## config.mk

```make
export PLATFORM = sky130hd
export DESIGN_NAME = spi_master_engine
export DESIGN_NICKNAME = d
export VERILOG_FILES = /design/src/rtl/spi_master_engine.sv
export SDC_FILE = /design/constraint.sdc
export NUM_CORES = 1
export LEC_CHECK = 0
export CORE_ASPECT_RATIO = 1.5
export CORE_MARGIN = 2
export CORE_UTILIZATION = 30
export DETAILED_ROUTE_END_ITERATION = 7
export GPL_ROUTABILITY_DRIVEN = 0
export GPL_TIMING_DRIVEN = 0
export PLACE_DENSITY = 0.59
export SLEW_MARGIN = 15
export SYNTH_ARGS = -nofsm -noshare
export SYNTH_HDL_FRONTEND = slang
export SYNTH_SLANG_ARGS = --single-unit
```

## constraint.sdc

```tcl
create_clock -name clk -period 6.6 [get_ports clk]
set_clock_uncertainty 0.2 [all_clocks]
set_input_delay 1.32 -clock clk [delete_from_list [all_inputs] [get_ports clk]]
set_output_delay 1.32 -clock clk [all_outputs]
set_load 0.03 [all_outputs]
```

## src/rtl/spi_master_engine.sv

```systemverilog
// SPI mode-0 initiator: shifts one NBITS word out MSB-first on MOSI while capturing MISO,
// then returns the captured word and its parity over a val/rdy stream.
module spi_master_engine #(
  parameter int unsigned NBITS = 32,
  parameter int unsigned DIV_W = 8
) (
  input  logic             clk,
  input  logic             reset,
  input  logic [DIV_W-1:0] half_div,
  input  logic             send_val,
  output logic             send_rdy,
  input  logic [NBITS-1:0] send_msg,
  output logic             recv_val,
  input  logic             recv_rdy,
  output logic [NBITS-1:0] recv_msg,
  output logic             recv_parity,
  output logic             spi_cs,
  output logic             spi_sclk,
  output logic             spi_mosi,
  input  logic             spi_miso
);

  localparam int unsigned BCW = $clog2(NBITS + 1);

  typedef enum logic [2:0] {
    ST_IDLE,
    ST_SETUP,
    ST_HIGH,
    ST_LOW,
    ST_HOLD,
    ST_DONE
  } state_e;

  state_e           state_q, state_d;
  logic [DIV_W-1:0] half_q, half_d;
  logic [DIV_W-1:0] cnt_q, cnt_d;
  logic [BCW-1:0]   bits_q, bits_d;
  logic [NBITS-1:0] tx_q, tx_d;
  logic [NBITS-1:0] rx_q, rx_d;
  logic [NBITS-1:0] msg_q, msg_d;
  logic             par_q, par_d;
  logic             val_q, val_d;
  logic             cs_q, cs_d;
  logic             sclk_q, sclk_d;
  logic             mosi_q, mosi_d;
  logic             phase_end;

  // Counter runs 0..half_q, so H = half_q+1 never overflows DIV_W bits.
  assign phase_end = (cnt_q == half_q);

  always_ff @(posedge clk or negedge reset) begin
    if (!reset) begin
      state_q <= ST_IDLE;
      half_q  <= '0;
      cnt_q   <= '0;
      bits_q  <= '0;
      tx_q    <= '0;
      rx_q    <= '0;
      msg_q   <= '0;
      par_q   <= 1'b0;
      val_q   <= 1'b0;
      cs_q    <= 1'b1;
      sclk_q  <= 1'b0;
      mosi_q  <= 1'b0;
    end else begin
      state_q <= state_d;
      half_q  <= half_d;
      cnt_q   <= cnt_d;
      bits_q  <= bits_d;
      tx_q    <= tx_d;
      rx_q    <= rx_d;
      msg_q   <= msg_d;
      par_q   <= par_d;
      val_q   <= val_d;
      cs_q    <= cs_d;
      sclk_q  <= sclk_d;
      mosi_q  <= mosi_d;
    end
  end

  always_comb begin
    state_d = state_q;
    half_d  = half_q;
    cnt_d   = cnt_q;
    bits_d  = bits_q;
    tx_d    = tx_q;
    rx_d    = rx_q;
    msg_d   = msg_q;
    par_d   = par_q;
    val_d   = val_q;
    cs_d    = cs_q;
    sclk_d  = sclk_q;
    mosi_d  = mosi_q;

    case (state_q)
      ST_IDLE: begin
        if (send_val) begin
          half_d  = half_div;
          tx_d    = {send_msg[NBITS-2:0], 1'b0};
          rx_d    = '0;
          bits_d  = '0;
          cnt_d   = '0;
          cs_d    = 1'b0;
          mosi_d  = send_msg[NBITS-1];
          state_d = ST_SETUP;
        end
      end

      // Both phases end with a rising SCLK edge that samples MISO.
      ST_SETUP, ST_LOW: begin
        if (phase_end) begin
          cnt_d   = '0;
          sclk_d  = 1'b1;
          rx_d    = {rx_q[NBITS-2:0], spi_miso};
          bits_d  = bits_q + BCW'(1);
          state_d = ST_HIGH;
        end else begin
          cnt_d = cnt_q + DIV_W'(1);
        end
      end

      ST_HIGH: begin
        if (phase_end) begin
          cnt_d  = '0;
          sclk_d = 1'b0;
          if (bits_q < BCW'(NBITS)) begin
            mosi_d  = tx_q[NBITS-1];
            tx_d    = {tx_q[NBITS-2:0], 1'b0};
            state_d = ST_LOW;
          end else begin
            state_d = ST_HOLD;
          end
        end else begin
          cnt_d = cnt_q + DIV_W'(1);
        end
      end

      ST_HOLD: begin
        if (phase_end) begin
          cnt_d   = '0;
          cs_d    = 1'b1;
          mosi_d  = 1'b0;
          msg_d   = rx_q;
          par_d   = ^rx_q;
          val_d   = 1'b1;
          state_d = ST_DONE;
        end else begin
          cnt_d = cnt_q + DIV_W'(1);
        end
      end

      ST_DONE: begin
        if (recv_rdy) begin
          val_d   = 1'b0;
          state_d = ST_IDLE;
        end
      end

      default: state_d = ST_IDLE;
    endcase
  end

  assign send_rdy    = (state_q == ST_IDLE);
  assign recv_val    = val_q;
  assign recv_msg    = msg_q;
  assign recv_parity = par_q;
  assign spi_cs      = cs_q;
  assign spi_sclk    = sclk_q;
  assign spi_mosi    = mosi_q;

endmodule

```

# Word level (Yosys, flattened, before mapping)

Cells that the tools add are included.

Output and inout port bits: 38
Logic and storage cells: 79
ROM bits: 0
Bits in writable memories: 0
Bits in registers: 126
Memories kept: 0
Latch bits: 0
Input port bits: 45

Reductions and logical operators: 21
$mul: 0
Add/subtract/negate cells: 2
Eq/ne operators: 12
Shifts and indexed selects: 0
Div/mod/pow operators: 0
Mux-type cells: 31
Bitwise operators: 0
Order comparisons: 1

Operators with widths:

| kind                  | count |
|---|---|
| $mux W32              | 5 |
| $pmux W32 S2          | 2 |
| $reduce_xor A32 Y1    | 1 |
| $mux W3               | 6 |
| $mux W8               | 2 |
| $pmux W8 S2           | 1 |
| $pmux W3 S5           | 1 |
| $mux W6               | 2 |
| $ne A2 B2 Y1 const B  | 6 |
| $pmux W6 S2           | 1 |
| $reduce_and A3 Y1     | 4 |
| $reduce_bool A2 Y1    | 6 |
| $reduce_and A5 Y1     | 2 |
| $add A8 B1 Y8 const B | 1 |
| $eq A8 B8 Y1          | 1 |
| $mux W1               | 7 |
| $add A6 B1 Y6 const B | 1 |
| $eq A3 B2 Y1 const B  | 2 |
| $eq A3 B3 Y1 const B  | 2 |
| $lt A6 B6 Y1 const B  | 1 |
| $pmux W1 S2           | 3 |
| $reduce_and A2 Y1     | 3 |
| $reduce_and A4 Y1     | 1 |
| $reduce_or A4 Y1      | 1 |
| other kinds (5)       | 5 |

# Longest topological paths before layout

Depth after elaboration: 4
Depth in mapped cells: 8
Mapped depth without buffers: 6

# Worst setup path after synthesis

OpenSTA, ideal clock, no wires.

Path type: input-to-reg
Start: input port send_val
End: register tx_q[10]
Stages on the path: 6
Buffers on the path: 2
Required time: 6317 ps
Arrival: 2324 ps
Path slack: 3993 ps
Setup time: 83 ps
Path through: and2_1 -> clkbuf_1 -> a31oi_1 -> clkbuf_1 -> nand2_1 -> o21ai_0

Cells in the longest elaborated chain, start to end: 2

RTL lines:

| item                               | RTL line | RTL |
|---|---|---|
| start, declared                    | 10       | `input logic send_val,` |
| $ne A2 B2 Y1 (no source line)      | --       |  |
| $reduce_and A4 Y1 (no source line) | --       |  |
| end signal, assigned               | 70       | `tx_q <= tx_d;` |
| end, declared                      | 38       | `logic [NBITS-1:0] tx_q, tx_d;` |

No other way between the ends.
A chain may end at the register's enable or synchronous reset.

# Worst setup path after layout

Start: register state_q[1]
End: output port send_rdy

Cells in the longest elaborated chain, start to end: 1

RTL lines:

| item                   | RTL line | RTL |
|---|---|---|
| start, declared        | 34       | `state_e state_q, state_d;` |
| start signal, assigned | 66       | `state_q <= state_d;` |
| $logic_not A3 Y1       | 163      | `assign send_rdy = (state_q == ST_IDLE);` |
| end, declared          | 11       | `output logic send_rdy,` |

No other way between the ends.

==> summary.txt <==
crit path DAT = 2.08 ns
post-CTS sizing = 0
Async S/R FF share, synth = 100%
critical path capture point type = output pin
via/cell ratio = 4.50
Area Overhead vs Synth = 31.4%
FF-to-FF setup slack = 4.05 ns
Final HPWL DP = 9.00 mm
GR Overflow Total = 0
GR met1 Demand/Resource = 16.5%
cell taking the most area after synthesis = dfrtp_1
Worst-path clk slew = 0.06 ns
Net Count, Synth = 621
via count of the first global-routing pass = 4462
GR Layer Usage met3 = 3.52%
CP required = 5.08 ns
H-tree depth = 4
Routed Antenna Nets = 0
Antenna diodes = 0
root buffer cell = clkbuf_16
die footprint = 0.0198 mm²
Port Buffers = 82
site row count = 61
fin crit share = 54.5%
Setup-failing EPs final = 0
total track usage = 13.9%
Bufs on Longest Clock Path = 2
1st-pass router iterations = 7
number of max-cap violations = 0
final instance area = 0.00737 mm²
Die X = 116 µm
M2 GR Usage = 24.1%
postcts setup bufs = 0
cts hold-fix bufs = 0
Netlist cell types = 35
placed instance area = 0.00678 mm²
pre-CTS setup slack = 2.98 ns
via count = 4236
busiest layer in global routing = met2
Synth Area per Inst = 9.78 µm²
Slew headroom = 57.8%
post-synthesis register bit count = 125
Power, Total = 0.00314 W
Final Worst Setup Slack = 3.00 ns
EDFF count, synth = 0
Max Transition Viols Final = 0
maximum vdd drop = 0.000164 V
Most used DFF post-synth = dfrtp_1
Residual DRC = 0
nets@finish = 723
critical path class = flop to output pin
Min-Delay Path Class = flop to flop
Yosys warnings = 0
fmax = 0.278 GHz
Pwr Density = 426 mW/mm²
clock insertion delay at the later pin of the skew report = 0.42 ns
core box area = 0.0185 mm²
Die H = 172 µm
LEAKAGE = 3.11 nW
Post-Synthesis Cells = 574
Critical Path Start Type = flop
Starting DRT DRC Count = 165
I/O Pins = 83
CTS tree = done
Tmin final = 3.60 ns
drt total wl = 12.6 mm
unrepaired setup endpoints after global routing = no
Fin. Hold Viols = 0
Starting Density = 30.4%
WL per Instance = 13.4 µm
initial antenna violation count = 0
Synth top area share = 55.3%
sequential cell area fraction in the yosys report = 55.8%
share of layout cells above drive strength 1 = 7.11%
Mapped Area = 0.00561 mm²
first-pass GRT wire length = 21.9 mm
Least-Margin Pin Slew = 0.630 ns
status = completed
# fillers = 1913
Area contributors post-synth = dfrtp_1 55%, o21ai_0 7.0%, nand2_1 6.5%, mux2i_1 5.4%, xnor2_1 5.0%
hold slack = 0.273 ns
worst-path maximum fanout = 5
CTS Buf Count = 17
largest net degree at the start of global routing = 65
CTS sink count = 125
## state kept, by name, indices dropped and copies added (netlist names)
register / cells
half_q: 8
spi_mosi: 1
bits_q: 6
rx_q: 32
tx_q: 31
recv_val: 1
recv_parity: 1
cnt_q: 8
recv_msg: 32
state_q: 3
spi_sclk: 1
spi_cs: 1
## logic make-up after synthesis
family	Yosys count	synth area share (%)
flops	125	55.8
simple gates	172	13.8
buf+inv	73	5.13
fa+ha+maj	2	0.446
mux	33	5.95
xor+xnor	48	7.49
compound gates	121	11.4
## cells in the mapped netlist (2+ instances only)
| cell | n |
|---|---|
| mux2_1 | 2 |
| o21ai_0 | 79 |
| mux2i_1 | 30 |
| nor3_1 | 2 |
| buf_2 | 5 |
| a32o_1 | 2 |
| and3_1 | 2 |
| nand2_1 | 97 |
| or3_1 | 2 |
| nor4_4 | 2 |
| a21oi_1 | 7 |
| ha_1 | 2 |
| nand4_1 | 4 |
| dfrtp_1 | 124 |
| xor2_1 | 16 |
| clkbuf_1 | 23 |
| nor2_1 | 20 |
| nand3_1 | 38 |
| buf_1 | 5 |
| inv_1 | 39 |
| a31oi_1 | 3 |
| o21ai_1 | 25 |
| nor3_2 | 2 |
| xnor2_1 | 32 |
## where the power goes
part	switching, W	internal, W
sequential	0.000178	0.00101
clock	0.000350	0.000591
combinational	0.000542	0.000471
## worst max-delay path, stage by stage (launching register included)
cell and delay (ns):
dfrtp_1 0.39, or3_1 0.46, inv_1 0.12, clkdlybuf4s50_1 0.69
## cell usage in the layout (no fill, tap or decap), types with 4 or more instances in the layout
| cell type | n |
|---|---|
| a21oi_1 | 7 |
| buf_1 | 5 |
| buf_2 | 5 |
| clkbuf_1 | 23 |
| clkbuf_16 | 17 |
| clkdlybuf4s50_1 | 81 |
| clkinv_2 | 6 |
| clkinv_4 | 4 |
| dfrtp_1 | 124 |
| inv_1 | 39 |
| mux2i_1 | 30 |
| nand2_1 | 97 |
| nand3_1 | 38 |
| nand4_1 | 4 |
| nor2_1 | 20 |
| o21ai_0 | 79 |
| o21ai_1 | 25 |
| xnor2_1 | 32 |
| xor2_1 | 16 |
## through the flow
step / cells / util [%] / TNS, ns
after CTS: 941 / 39.9 / 0
final: 941 / 39.9 / 0
after global routing: 941 / 39.9 / 0
after global placement: 908 / 36.5 / -143.03
after floorplan: 574 / - / 0
after detailed placement: 909 / 36.7 / 0
## area by class of cell
type / count / area [µm²] / area share [%]
Timing Repair Buffer: 83 / 850 / 11.5
Buffer: 34 / 141 / 1.92
Inverter: 39 / 146 / 1.99
Clock inverter: 15 / 171 / 2.32
Multi-Input combinational cell: 376 / 2190 / 29.8
Sequential cell: 125 / 3130 / 42.4
Clock buffer: 17 / 425 / 5.77
Tap cell: 252 / 315 / 4.28
## metal layers
metal | part of all wire, % | up-vias
met4 | 1.7 | 0
met5 | 0 | -
li1 | - | 2115
met3 | 4.3 | 17
met2 | 51 | 85
met1 | 43 | 2019
## final timing paths
check / from / cells past startpoint / end
max: state_q[1]$_DFFE_PN0P_ / 3 / send_rdy
min: recv_msg[3]$_DFFE_PN0P_ / 2 / recv_msg[3]$_DFFE_PN0P_
max reg2reg: cnt_q[3]$_DFFE_PN0P_ / 8 / recv_msg[9]$_DFFE_PN0P_
min reg2reg: recv_msg[3]$_DFFE_PN0P_ / 2 / recv_msg[3]$_DFFE_PN0P_
max in group asynchronous: reset / 2 / spi_cs$_DFFE_PN1P_
min in group asynchronous: reset / 1 / tx_q[15]$_DFFE_PN0P_
Power figures use the tool's default switching activity.
